--- config.mk ---
export PLATFORM = sky130hd
export DESIGN_NAME = jtag_tap_param
export DESIGN_NICKNAME = d
export VERILOG_FILES = /design/src/rtl/jtag_pkg.sv /design/src/rtl/jtag_tap_fsm.sv /design/src/rtl/jtag_tap_param.sv
export SDC_FILE = /design/constraint.sdc
export NUM_CORES = 1
export LEC_CHECK = 0
export CORE_UTILIZATION = 30
export DETAILED_ROUTE_END_ITERATION = 10
export GPL_TIMING_DRIVEN = 1
export SETUP_SLACK_MARGIN = 0.05
export SKIP_CTS_REPAIR_TIMING = 1
export SYNTH_ARGS = -nofsm -noshare
export SYNTH_HDL_FRONTEND = slang
export SYNTH_SLANG_ARGS = --single-unit
--- constraint.sdc ---
create_clock -name TCK -period 6.8 [get_ports TCK]
set_input_delay 0.68 -clock TCK [delete_from_list [all_inputs] [get_ports TCK]]
set_output_delay 0.68 -clock TCK [all_outputs]
set_load 0.02 [all_outputs]
--- src/rtl/jtag_pkg.sv ---
// Shared TAP definitions: IEEE 1149.1 state encoding, instruction opcodes
// and the fixed pattern loaded into the IR shift register on Capture-IR.
package jtag_pkg;

    typedef enum logic [3:0] {
        ST_EX2_DR   = 4'h0,
        ST_EX1_DR   = 4'h1,
        ST_SH_DR    = 4'h2,
        ST_PAUSE_DR = 4'h3,
        ST_SEL_IR   = 4'h4,
        ST_UPD_DR   = 4'h5,
        ST_CAP_DR   = 4'h6,
        ST_SEL_DR   = 4'h7,
        ST_EX2_IR   = 4'h8,
        ST_EX1_IR   = 4'h9,
        ST_SH_IR    = 4'hA,
        ST_PAUSE_IR = 4'hB,
        ST_RTI      = 4'hC,
        ST_UPD_IR   = 4'hD,
        ST_CAP_IR   = 4'hE,
        ST_TLR      = 4'hF
    } tap_state_t;

    // Opcodes are zero-extended to the IR width; BYPASS is all-ones.
    localparam int unsigned OP_SAMPLE   = 1;
    localparam int unsigned OP_EXTEST   = 2;
    localparam int unsigned OP_INTEST   = 3;
    localparam int unsigned OP_IDCODE   = 7;
    localparam int unsigned OP_USERCODE = 8;

    localparam logic [1:0] IR_CAPTURE = 2'b01;

endpackage

--- src/rtl/jtag_tap_fsm.sv ---
// 16-state TAP controller; strobes are decoded from the current state except
// tlr, which flags the edge that lands in (or stays in) Test-Logic-Reset.
module jtag_tap_fsm
    import jtag_pkg::*;
(
    input  logic       TCK,
    input  logic       TRST,
    input  logic       TMS,
    output logic [3:0] state,
    output logic       capture_ir,
    output logic       shift_ir,
    output logic       update_ir,
    output logic       capture_dr,
    output logic       shift_dr,
    output logic       update_dr,
    output logic       tlr
);

    tap_state_t state_reg;
    tap_state_t state_next;

    always_ff @(posedge TCK or posedge TRST) begin
        if (TRST) begin
            state_reg <= ST_TLR;
        end else begin
            state_reg <= state_next;
        end
    end

    always_comb begin
        state_next = state_reg;
        case (state_reg)
            ST_TLR:      state_next = TMS ? ST_TLR    : ST_RTI;
            ST_RTI:      state_next = TMS ? ST_SEL_DR : ST_RTI;
            ST_SEL_DR:   state_next = TMS ? ST_SEL_IR : ST_CAP_DR;
            ST_CAP_DR:   state_next = TMS ? ST_EX1_DR : ST_SH_DR;
            ST_SH_DR:    state_next = TMS ? ST_EX1_DR : ST_SH_DR;
            ST_EX1_DR:   state_next = TMS ? ST_UPD_DR : ST_PAUSE_DR;
            ST_PAUSE_DR: state_next = TMS ? ST_EX2_DR : ST_PAUSE_DR;
            ST_EX2_DR:   state_next = TMS ? ST_UPD_DR : ST_SH_DR;
            ST_UPD_DR:   state_next = TMS ? ST_SEL_DR : ST_RTI;
            ST_SEL_IR:   state_next = TMS ? ST_TLR    : ST_CAP_IR;
            ST_CAP_IR:   state_next = TMS ? ST_EX1_IR : ST_SH_IR;
            ST_SH_IR:    state_next = TMS ? ST_EX1_IR : ST_SH_IR;
            ST_EX1_IR:   state_next = TMS ? ST_UPD_IR : ST_PAUSE_IR;
            ST_PAUSE_IR: state_next = TMS ? ST_EX2_IR : ST_PAUSE_IR;
            ST_EX2_IR:   state_next = TMS ? ST_UPD_IR : ST_SH_IR;
            ST_UPD_IR:   state_next = TMS ? ST_SEL_DR : ST_RTI;
            default:     state_next = ST_TLR;
        endcase
    end

    assign state      = state_reg;
    assign capture_ir = (state_reg == ST_CAP_IR);
    assign shift_ir   = (state_reg == ST_SH_IR);
    assign update_ir  = (state_reg == ST_UPD_IR);
    assign capture_dr = (state_reg == ST_CAP_DR);
    assign shift_dr   = (state_reg == ST_SH_DR);
    assign update_dr  = (state_reg == ST_UPD_DR);
    assign tlr        = (state_next == ST_TLR);

endmodule

--- src/rtl/jtag_tap_param.sv ---
// Parameterised JTAG TAP: IR, IDCODE, USERCODE, BYPASS and boundary-scan
// registers around jtag_tap_fsm, with TDO launched on the falling edge.
module jtag_tap_param
    import jtag_pkg::*;
#(
    parameter int          IR_WIDTH     = 4,
    parameter int          BSR_LEN      = 10,
    parameter logic [31:0] IDCODE_VAL   = 32'h1000_0001,
    parameter logic [31:0] USERCODE_VAL = 32'h0000_0000
) (
    input  logic                TCK,
    input  logic                TRST,
    input  logic                TMS,
    input  logic                TDI,
    output logic                TDO,
    output logic                TDO_EN,
    output logic [3:0]          state,
    output logic [IR_WIDTH-1:0] LATCH_JTAG_IR,
    input  logic [BSR_LEN-1:0]  BSR_PI,
    output logic [BSR_LEN-1:0]  BSR_PO,
    output logic                SAMPLE_SELECT,
    output logic                EXTEST_SELECT,
    output logic                INTEST_SELECT,
    output logic                IDCODE_SELECT,
    output logic                BYPASS_SELECT,
    output logic                USERCODE_SELECT
);

    localparam logic [IR_WIDTH-1:0] IR_SAMPLE   = IR_WIDTH'(OP_SAMPLE);
    localparam logic [IR_WIDTH-1:0] IR_EXTEST   = IR_WIDTH'(OP_EXTEST);
    localparam logic [IR_WIDTH-1:0] IR_INTEST   = IR_WIDTH'(OP_INTEST);
    localparam logic [IR_WIDTH-1:0] IR_IDCODE   = IR_WIDTH'(OP_IDCODE);
    localparam logic [IR_WIDTH-1:0] IR_USERCODE = IR_WIDTH'(OP_USERCODE);
    localparam logic [IR_WIDTH-1:0] IR_CAP_VAL  = {{(IR_WIDTH-2){1'b0}}, IR_CAPTURE};

    logic capture_ir, shift_ir, update_ir;
    logic capture_dr, shift_dr, update_dr;
    logic tlr;

    logic [IR_WIDTH-1:0] ir_shift_reg;
    logic [31:0]         idcode_shift_reg;
    logic [31:0]         usercode_shift_reg;
    logic                bypass_reg;
    logic [BSR_LEN-1:0]  bsr_shift_reg;
    logic [BSR_LEN-1:0]  bsr_shifted;
    logic [BSR_LEN-1:0]  bsr_next;
    logic                bsr_sel;
    logic                tdo_next;

    jtag_tap_fsm u_fsm (
        .TCK        (TCK),
        .TRST       (TRST),
        .TMS        (TMS),
        .state      (state),
        .capture_ir (capture_ir),
        .shift_ir   (shift_ir),
        .update_ir  (update_ir),
        .capture_dr (capture_dr),
        .shift_dr   (shift_dr),
        .update_dr  (update_dr),
        .tlr        (tlr)
    );

    // Unknown opcodes fall through to BYPASS so exactly one select is high.
    always_comb begin
        SAMPLE_SELECT   = 1'b0;
        EXTEST_SELECT   = 1'b0;
        INTEST_SELECT   = 1'b0;
        IDCODE_SELECT   = 1'b0;
        USERCODE_SELECT = 1'b0;
        BYPASS_SELECT   = 1'b0;
        if (LATCH_JTAG_IR == IR_SAMPLE)        SAMPLE_SELECT   = 1'b1;
        else if (LATCH_JTAG_IR == IR_EXTEST)   EXTEST_SELECT   = 1'b1;
        else if (LATCH_JTAG_IR == IR_INTEST)   INTEST_SELECT   = 1'b1;
        else if (LATCH_JTAG_IR == IR_IDCODE)   IDCODE_SELECT   = 1'b1;
        else if (LATCH_JTAG_IR == IR_USERCODE) USERCODE_SELECT = 1'b1;
        else                                   BYPASS_SELECT   = 1'b1;
    end

    assign bsr_sel = SAMPLE_SELECT | EXTEST_SELECT | INTEST_SELECT;

    always_ff @(posedge TCK or posedge TRST) begin
        if (TRST) begin
            ir_shift_reg <= '0;
        end else if (capture_ir) begin
            ir_shift_reg <= IR_CAP_VAL;
        end else if (shift_ir) begin
            ir_shift_reg <= {TDI, ir_shift_reg[IR_WIDTH-1:1]};
        end
    end

    always_ff @(posedge TCK or posedge TRST) begin
        if (TRST) begin
            LATCH_JTAG_IR <= IR_IDCODE;
        end else if (tlr) begin
            LATCH_JTAG_IR <= IR_IDCODE;
        end else if (update_ir) begin
            LATCH_JTAG_IR <= ir_shift_reg;
        end
    end

    always_ff @(posedge TCK or posedge TRST) begin
        if (TRST) begin
            idcode_shift_reg   <= '0;
            usercode_shift_reg <= '0;
            bypass_reg         <= 1'b0;
        end else begin
            if (IDCODE_SELECT && capture_dr) idcode_shift_reg <= IDCODE_VAL;
            else if (IDCODE_SELECT && shift_dr) idcode_shift_reg <= {TDI, idcode_shift_reg[31:1]};
            if (USERCODE_SELECT && capture_dr) usercode_shift_reg <= USERCODE_VAL;
            else if (USERCODE_SELECT && shift_dr) usercode_shift_reg <= {TDI, usercode_shift_reg[31:1]};
            if (BYPASS_SELECT && capture_dr) bypass_reg <= 1'b0;
            else if (BYPASS_SELECT && shift_dr) bypass_reg <= TDI;
        end
    end

    // Generate-if keeps the top cell from ever indexing past the register.
    genvar gi;
    generate
        for (gi = 0; gi < BSR_LEN; gi++) begin : g_bsr
            if (gi == BSR_LEN - 1) begin : g_top
                assign bsr_shifted[gi] = TDI;
            end else begin : g_mid
                assign bsr_shifted[gi] = bsr_shift_reg[gi+1];
            end
            assign bsr_next[gi] = (bsr_sel && capture_dr) ? BSR_PI[gi]      :
                                  (bsr_sel && shift_dr)   ? bsr_shifted[gi] :
                                                            bsr_shift_reg[gi];
        end
    endgenerate

    always_ff @(posedge TCK or posedge TRST) begin
        if (TRST) begin
            bsr_shift_reg <= '0;
        end else begin
            bsr_shift_reg <= bsr_next;
        end
    end

    always_ff @(posedge TCK or posedge TRST) begin
        if (TRST) begin
            BSR_PO <= '0;
        end else if (update_dr && bsr_sel) begin
            BSR_PO <= bsr_shift_reg;
        end
    end

    always_comb begin
        tdo_next = 1'b0;
        if (shift_ir) begin
            tdo_next = ir_shift_reg[0];
        end else if (shift_dr) begin
            if (IDCODE_SELECT)        tdo_next = idcode_shift_reg[0];
            else if (USERCODE_SELECT) tdo_next = usercode_shift_reg[0];
            else if (bsr_sel)         tdo_next = bsr_shift_reg[0];
            else                      tdo_next = bypass_reg;
        end
    end

    // Falling-edge launch gives the far end half a TCK of setup.
    always_ff @(negedge TCK or posedge TRST) begin
        if (TRST) begin
            TDO    <= 1'b0;
            TDO_EN <= 1'b0;
        end else begin
            TDO    <= tdo_next;
            TDO_EN <= shift_ir | shift_dr;
        end
    end

endmodule

Word-level counts from Yosys, hierarchy flattened

Index checks and enable logic that the tools add are counted.

Flip-flop bits (word level): 99
Bits of input ports: 14
Output and inout port bits: 26
Word-level logic and storage cells: 121

Eq/ne operators: 21
Mux-type cells: 68
Bitwise gates (word level): 3
Reductions and logical operators: 19

Operators with widths:

| kind                                          | number |
|---|---|
| two-way mux 32 bit                            | 4 |
| two-way mux 1 bit                             | 48 |
| one-hot mux 4 bit (12 select lines)           | 1 |
| == test 4 bit, second input constant          | 10 |
| == test 4 x 3 -> 1 bit, second input constant | 5 |
| two-way mux 4 bit                             | 5 |
| == test 4 x 2 -> 1 bit, second input constant | 4 |
| two-way mux 2 bit                             | 6 |
| two-way mux 3 bit                             | 4 |
| nonzero test 2 bit                            | 6 |
| logical AND 1 bit                             | 9 |
| == test 4 x 1 -> 1 bit, second input constant | 2 |
| zero test 4 bit                               | 1 |
| OR reduction 2 bit                            | 2 |
| OR 1 bit                                      | 3 |
| OR reduction 3 bit                            | 1 |

Depth between registers and ports, before layout

Gate-level depths: netlist of run 1.

Depth in word-level cells: 10
Gate-level depth with buffers: 6
Depth with buffers taken out: 4

Cells and area by module

From an unflattened synthesis of run 1, not the netlist that was laid out.

Cells, all modules: 445
Area, all modules: 4682.0 sq um

Modules (own cells, without submodules):

| module         | times used | cells an instance | area each (sq um) | seq. area each (sq um) |
|---|---|---|---|---|
| jtag_tap_param | 1          | 409               | 4367.9            | 2381.0 |
| jtag_tap_fsm   | 1          | 36                | 314.1             | 105.1 |

==> flow_metrics.py, run 1 <==
metrics = {
    "clocking": {
        "clockBufferDepth": 2,
        "cts_max_level": 3,
        "cts.sinks": 99,
        "cts_tree": "done",
        "cts_made_buffers": 9,
        "path_clk_slew_ps": 60,
        "clockRootBuffer": "clkbuf_16",
        "insertion_delay_ps": 340,
    },
    "cells_and_area": {
        "fillers": 1370,
        "syn_to_final_growth_pct": 20.2,
        "fin_util_pct": 37.0,
        "nets": 462,
        "num_antenna_cells": 0,
        "drive_gt1_share_pct": 9.27,
    },
    "floorplan": {
        "start_util_pct": 30.8,
        "dieArea_mm2": 0.0147,
        "die_x_um": 121,
        "die-height_um": 121,
        "core_mm2": 0.0139,
        "io_pins": 40,
        "rows": 43,
    },
    "critical_path": {
        "crit_chain": "clkdlybuf4s50_1",
        "worstSetupStartpointType": "flop",
        "worstPathMaxFanout": 1,
        "critical_path_buf_inv_count": 1,
        "endpoint_kind": "output port",
        "crit_path_top_delay_cell": "clkdlybuf4s50_1",
        "critPathRequiredTime_ps": 6120,
        "slowest_delay_ps": 590,
        "cp.arrival_ps": 4710,
        "cp_top_family": "buffers and inverters",
        "critical_path_class": "flop to output port",
    },
    "detailed_routing": {
        "wl_um": 7970,
        "drc_errors": 0,
        "wl_per_cell_um": 12.6,
        "drtIter0Drc": 174,
        "ant_nets": 0,
        "viasPerCell": 4.66,
        "vias": 2947,
        "drtPass1Iterations": 5,
    },
    "global_route": {
        "grt_max_degree": 65,
        "antenna_found_initial": 0,
        "overflow": 0,
        "track_usage_pct": 12.2,
        "grt_pass1_wl_um": 14100,
        "grt_pass1_vias": 2903,
    },
    "timing": {
        "rsz0062_at_grt": "false",
        "tightest_slew_ps": 1120,
        "worst_slack_ps": 1410,
        "setup_viol": 0,
        "tns_ps": 0,
        "hold_violations": 0,
        "fin_skew_ps": 6.20,
        "slew_viol_final": 0,
        "slew_headroom_pct": 25.5,
    },
    "power_and_ir_drop": {
        "p_leak_nw": 2.26,
        "p_per_area_mw_per_mm2": 394,
        "finalPower_w": 0.00203,
        "ir_drop_v": 0.000134,
    },
    "synthesis": {
        "synthCells": 423,
        "synth_cell_types": 35,
        "syn_area_mm2": 0.00428,
        "async_reset_ff_share_pct": 100,
        "synth_edf_count": 0,
        "synth_simple_gate_area_share_pct": 23.0,
        "ys.flop_type": "dfrtp_1",
        "syn_avg_cell_area_um2": 10.1,
        "syn_nets": 437,
        "synth-xor-area-share_pct": 0,
        "synth_seq_cells": 99,
        "seq_area_frac_synth_pct": 58.1,
        "synth_compound_area_share_pct": 9.86,
        "synth_top_family_by_area": "simple AND/OR/NAND/NOR gates",
        "muxShareOfSynthArea_pct": 6.00,
        "synthAdderAreaFrac_pct": 0,
        "ys_warn_count": 0,
    },
    "worst_hold_path": {
        "hold_class": "flop to flop",
    },
    "place": {
        "gp_congestion": 0.833,
        "port_buffers": 39,
        "post-place-ws_ps": 1760,
        "hpwl_um": 4990,
    },
    "outcome": {
        "status": "finished clean",
    },
    "run": {
        "maxCapViolations": 0,
    },
}
[per-stage QoR]
stage | area (um2) | hold WS [ps] | instances
6_report | 5140 | 469 | 633
5_1_grt | 5140 | 498 | 633
4_1_cts | 5140 | 471 | 633
3_5_place_dp | 4810 | 456 | 617
3_3_place_gp | 4810 | 449 | 617
2_1_floorplan | 4280 | 439 | 423
[synth_stat cells (2+ instances only)]
cell	instances	area (um2)
nand2_1	102	383
dfrtp_1	90	2250
o21ai_0	42	210
nand2b_1	39	244
clkbuf_1	22	82.6
nand3b_1	22	165
mux2_2	13	146
mux2i_1	11	110
o21ai_1	10	50.1
a22o_1	9	78.8
dfstp_2	7	184
nor2_1	7	26.3
nor3_1	6	30.0
a21oi_1	5	25.0
buf_2	5	25.0
inv_1	4	15.0
nand3_1	3	15.0
nor2b_1	3	18.8
nor3b_1	3	22.5
buf_1	2	7.51
dfrtn_1	2	50.1
o22a_1	2	17.5
or3_1	2	12.5
[cell type report]
| class | count | area (um2) | share of cell area (%) |
|---|---|---|---|
| Clock buffer | 12 | 256 | 4.99 |
| Clock inverter | 4 | 72.6 | 1.41 |
| Inverter | 4 | 17.5 | 0.341 |
| Multi-Input combinational cell | 291 | 1660 | 32.3 |
| Sequential cell | 99 | 2490 | 48.4 |
| Tap cell | 180 | 225 | 4.38 |
| Timing Repair Buffer | 43 | 420 | 8.18 |
[kinds of logic (layout without fill, tap and decap cells)]
kind of cell / after synthesis / after routing
buf+inv: 33 / 63
compound gates: 73 / 73
mux: 24 / 24
simple gates: 194 / 194
flops: 99 / 99
[layout by cell type, fill, tap and decap left out, types with 4 or more instances in the layout]
master	count
nand2_1	102
dfrtp_1	90
o21ai_0	42
nand2b_1	39
clkdlybuf4s50_1	39
nand3b_1	22
mux2_2	13
mux2i_1	11
o21ai_1	10
a22o_1	9
clkbuf_16	9
dfstp_2	7
nor2_1	7
nor3_1	6
a21oi_1	5
buf_4	4
[worst paths after layout]
kind	from	to	slack, ps	cells after the start
max in group asynchronous	TRST	TDO_EN$_DFF_NP0_	2330	2
worst max-delay path	TDO$_DFF_NP0_	TDO	1410	1
worst max register to register	u_fsm.state[1]$_DFF_PP1_	TDO$_DFF_NP0_	1860	3
worst min-delay path	idcode_shift_reg[11]$_DFFE_PP0P_	idcode_shift_reg[11]$_DFFE_PP0P_	470	2
min in group asynchronous	TRST	idcode_shift_reg[18]$_DFFE_PP0P_	770	2
worst min register to register	idcode_shift_reg[11]$_DFFE_PP0P_	idcode_shift_reg[11]$_DFFE_PP0P_	470	2
[routing by layer]
| metal | track usage [%] | part of all wire, % | routed length [um] |
|---|---|---|---|
| met5 | 0 | 0 | 0 |
| met2 | 18.4 | 44 | 3520 |
| met4 | 6.71 | 2.5 | 197 |
| met3 | 2.07 | 2.9 | 231 |
| met1 | 16.5 | 50 | 4020 |
[power breakdown]
group	total, W	internal [W]	switching [W]	leakage (nW)
Combinational	0.000605	0.000310	0.000294	0.797
Sequential	0.000870	0.000724	0.000146	1.31
Clock	0.000552	0.000342	0.000210	0.159
No activity file was read; power rests on OpenSTA's default activity.
==> run 2, diff against run 1 <==
==> constraint.sdc (replaced) <==
create_clock -name TCK -period 4.97 [get_ports TCK]
set_input_delay 0.497 -clock TCK [delete_from_list [all_inputs] [get_ports TCK]]
set_output_delay 0.497 -clock TCK [all_outputs]
set_load 0.02 [all_outputs]
==> flow_metrics.py, run 2 (synthesis gave the netlist of run 1 again) <==
metrics = {
    "timing": {
        "tns_ps": 0,
        "tightest_slew_ps": 1110,
        "rsz0062_at_grt": "false",
        "fin_skew_ps": 6.70,
        "setup_viol": 0,
        "worst_slack_ps": 663,
        "slew_headroom_pct": 26.2,
        "hold_violations": 0,
        "slew_viol_final": 0,
    },
    "global_route": {
        "overflow": 0,
        "antenna_found_initial": 0,
        "grt_max_degree": 77,
        "track_usage_pct": 12.2,
        "grt_pass1_wl_um": 14000,
        "grt_pass1_vias": 2923,
    },
    "clocking": {
        "path_clk_slew_ps": 70,
        "cts_max_level": 3,
        "clockBufferDepth": 2,
        "cts_made_buffers": 9,
        "cts_tree": "done",
        "insertion_delay_ps": 340,
        "clockRootBuffer": "clkbuf_16",
        "cts.sinks": 99,
    },
    "floorplan": {
        "die-height_um": 121,
        "start_util_pct": 30.8,
        "rows": 43,
        "die_x_um": 121,
        "core_mm2": 0.0139,
        "io_pins": 40,
        "dieArea_mm2": 0.0147,
    },
    "detailed_routing": {
        "vias": 2928,
        "wl_per_cell_um": 12.2,
        "ant_nets": 0,
        "viasPerCell": 4.63,
        "drtPass1Iterations": 4,
        "drtIter0Drc": 148,
        "drc_errors": 0,
        "wl_um": 7730,
    },
    "cells_and_area": {
        "final_cell_mix": "nand2_1, dfrtp_1, o21ai_0",
        "syn_to_final_growth_pct": 19.3,
        "fillers": 1370,
        "fin_util_pct": 36.7,
        "num_antenna_cells": 0,
        "final_common_cell": "nand2_1",
        "nets": 462,
        "drive_gt1_share_pct": 9.27,
    },
    "place": {
        "port_buffers": 39,
        "post-place-ws_ps": 1000,
        "hpwl_um": 5030,
        "gp_congestion": 0.824,
    },
    "critical_path": {
        "crit_chain": "clkdlybuf4s50_1",
        "slowest_delay_ps": 590,
        "critical_path_buf_inv_count": 1,
        "cp.arrival_ps": 3810,
        "cp_top_family": "buffers and inverters",
        "worstSetupStartpointType": "flop",
        "crit_path_top_delay_cell": "clkdlybuf4s50_1",
        "critPathRequiredTime_ps": 4470,
        "worstPathMaxFanout": 1,
        "critical_path_class": "flop to output port",
        "endpoint_kind": "output port",
    },
    "power_and_ir_drop": {
        "ir_drop_v": 0.000203,
        "p_leak_nw": 2.24,
        "p_per_area_mw_per_mm2": 524,
    },
    "outcome": {
        "status": "finished clean",
    },
    "worst_hold_path": {
        "hold_class": "flop to flop",
    },
    "run": {
        "maxCapViolations": 0,
    },
}
run 2: cell types whose count changed in the layout (fill, tap and decap cells not counted):
cell / previous run / this run
bufinv_16: 2 / 0
clkbuf_8: 2 / 0
inv_4: 1 / 0
inv_6: 0 / 2
clkinv_8: 0 / 1
clkinv_2: 1 / 0
clkinv_4: 0 / 3
run 2: worst min-delay path, delay by kind of cell (launching register included):
family           cells  cell delay, ps
and+or+nand+nor      2             100
DFF                  1             340
run 2: power by group:
part / leakage, nW / internal [W] / switching [W]
Sequential: 1.31 / 0.000991 / 0.000186
Clock: 0.140 / 0.000350 / 0.000310
Combinational: 0.793 / 0.000424 / 0.000413
Total: 2.24 / 0.00176 / 0.000909
run 2: layout make-up:
class | instances | area [um2] | area share, %
clock inverter | 6 | 60.1 | 1.18
timing repair buffer | 43 | 420 | 8.24
inverter | 4 | 18.8 | 0.368
sequential | 99 | 2490 | 48.7
tap | 180 | 225 | 4.42
clock buffer | 10 | 229 | 4.49
multi-input combinational | 291 | 1660 | 32.6
run 2: stage by stage:
step | instances | total power (W) | instance area [um2] | hold WS [ps]
after CTS | 633 | 0.00272 | 5100 | 474
after global placement | 617 | 0.00202 | 4810 | 452
final | 633 | 0.00267 | 5100 | 470
after detailed placement | 617 | 0.00204 | 4810 | 457
after floorplan | 423 | 0.00173 | 4280 | 439
after global routing | 633 | 0.00286 | 5100 | 498
run 2: worst paths after layout:
kind                                                        from                                to  slack [ps]  depth (start not counted)
worst max-delay path                            TDO_EN$_DFF_NP0_                            TDO_EN         660                          1
min in group asynchronous                                   TRST      bsr_shift_reg[5]$_DFFE_PP0P_         560                          2
worst max register to register          u_fsm.state[1]$_DFF_PP1_                     TDO$_DFF_NP0_        1030                          3
worst min-delay path            idcode_shift_reg[15]$_DFFE_PP0P_  idcode_shift_reg[15]$_DFFE_PP0P_         470                          2
max in group asynchronous                                   TRST                  TDO_EN$_DFF_NP0_        1700                          2
worst min register to register  idcode_shift_reg[15]$_DFFE_PP0P_  idcode_shift_reg[15]$_DFFE_PP0P_         470                          2
run 2: per-layer routing:
layer | vias to the layer above | track usage (%) | wire [um]
met2 | 42 | 18.4 | 3530
met4 | 0 | 6.02 | 224
li1 | 1467 | - | -
met1 | 1403 | 16.0 | 3740
met3 | 16 | 3.57 | 235
met5 | - | 0 | 0
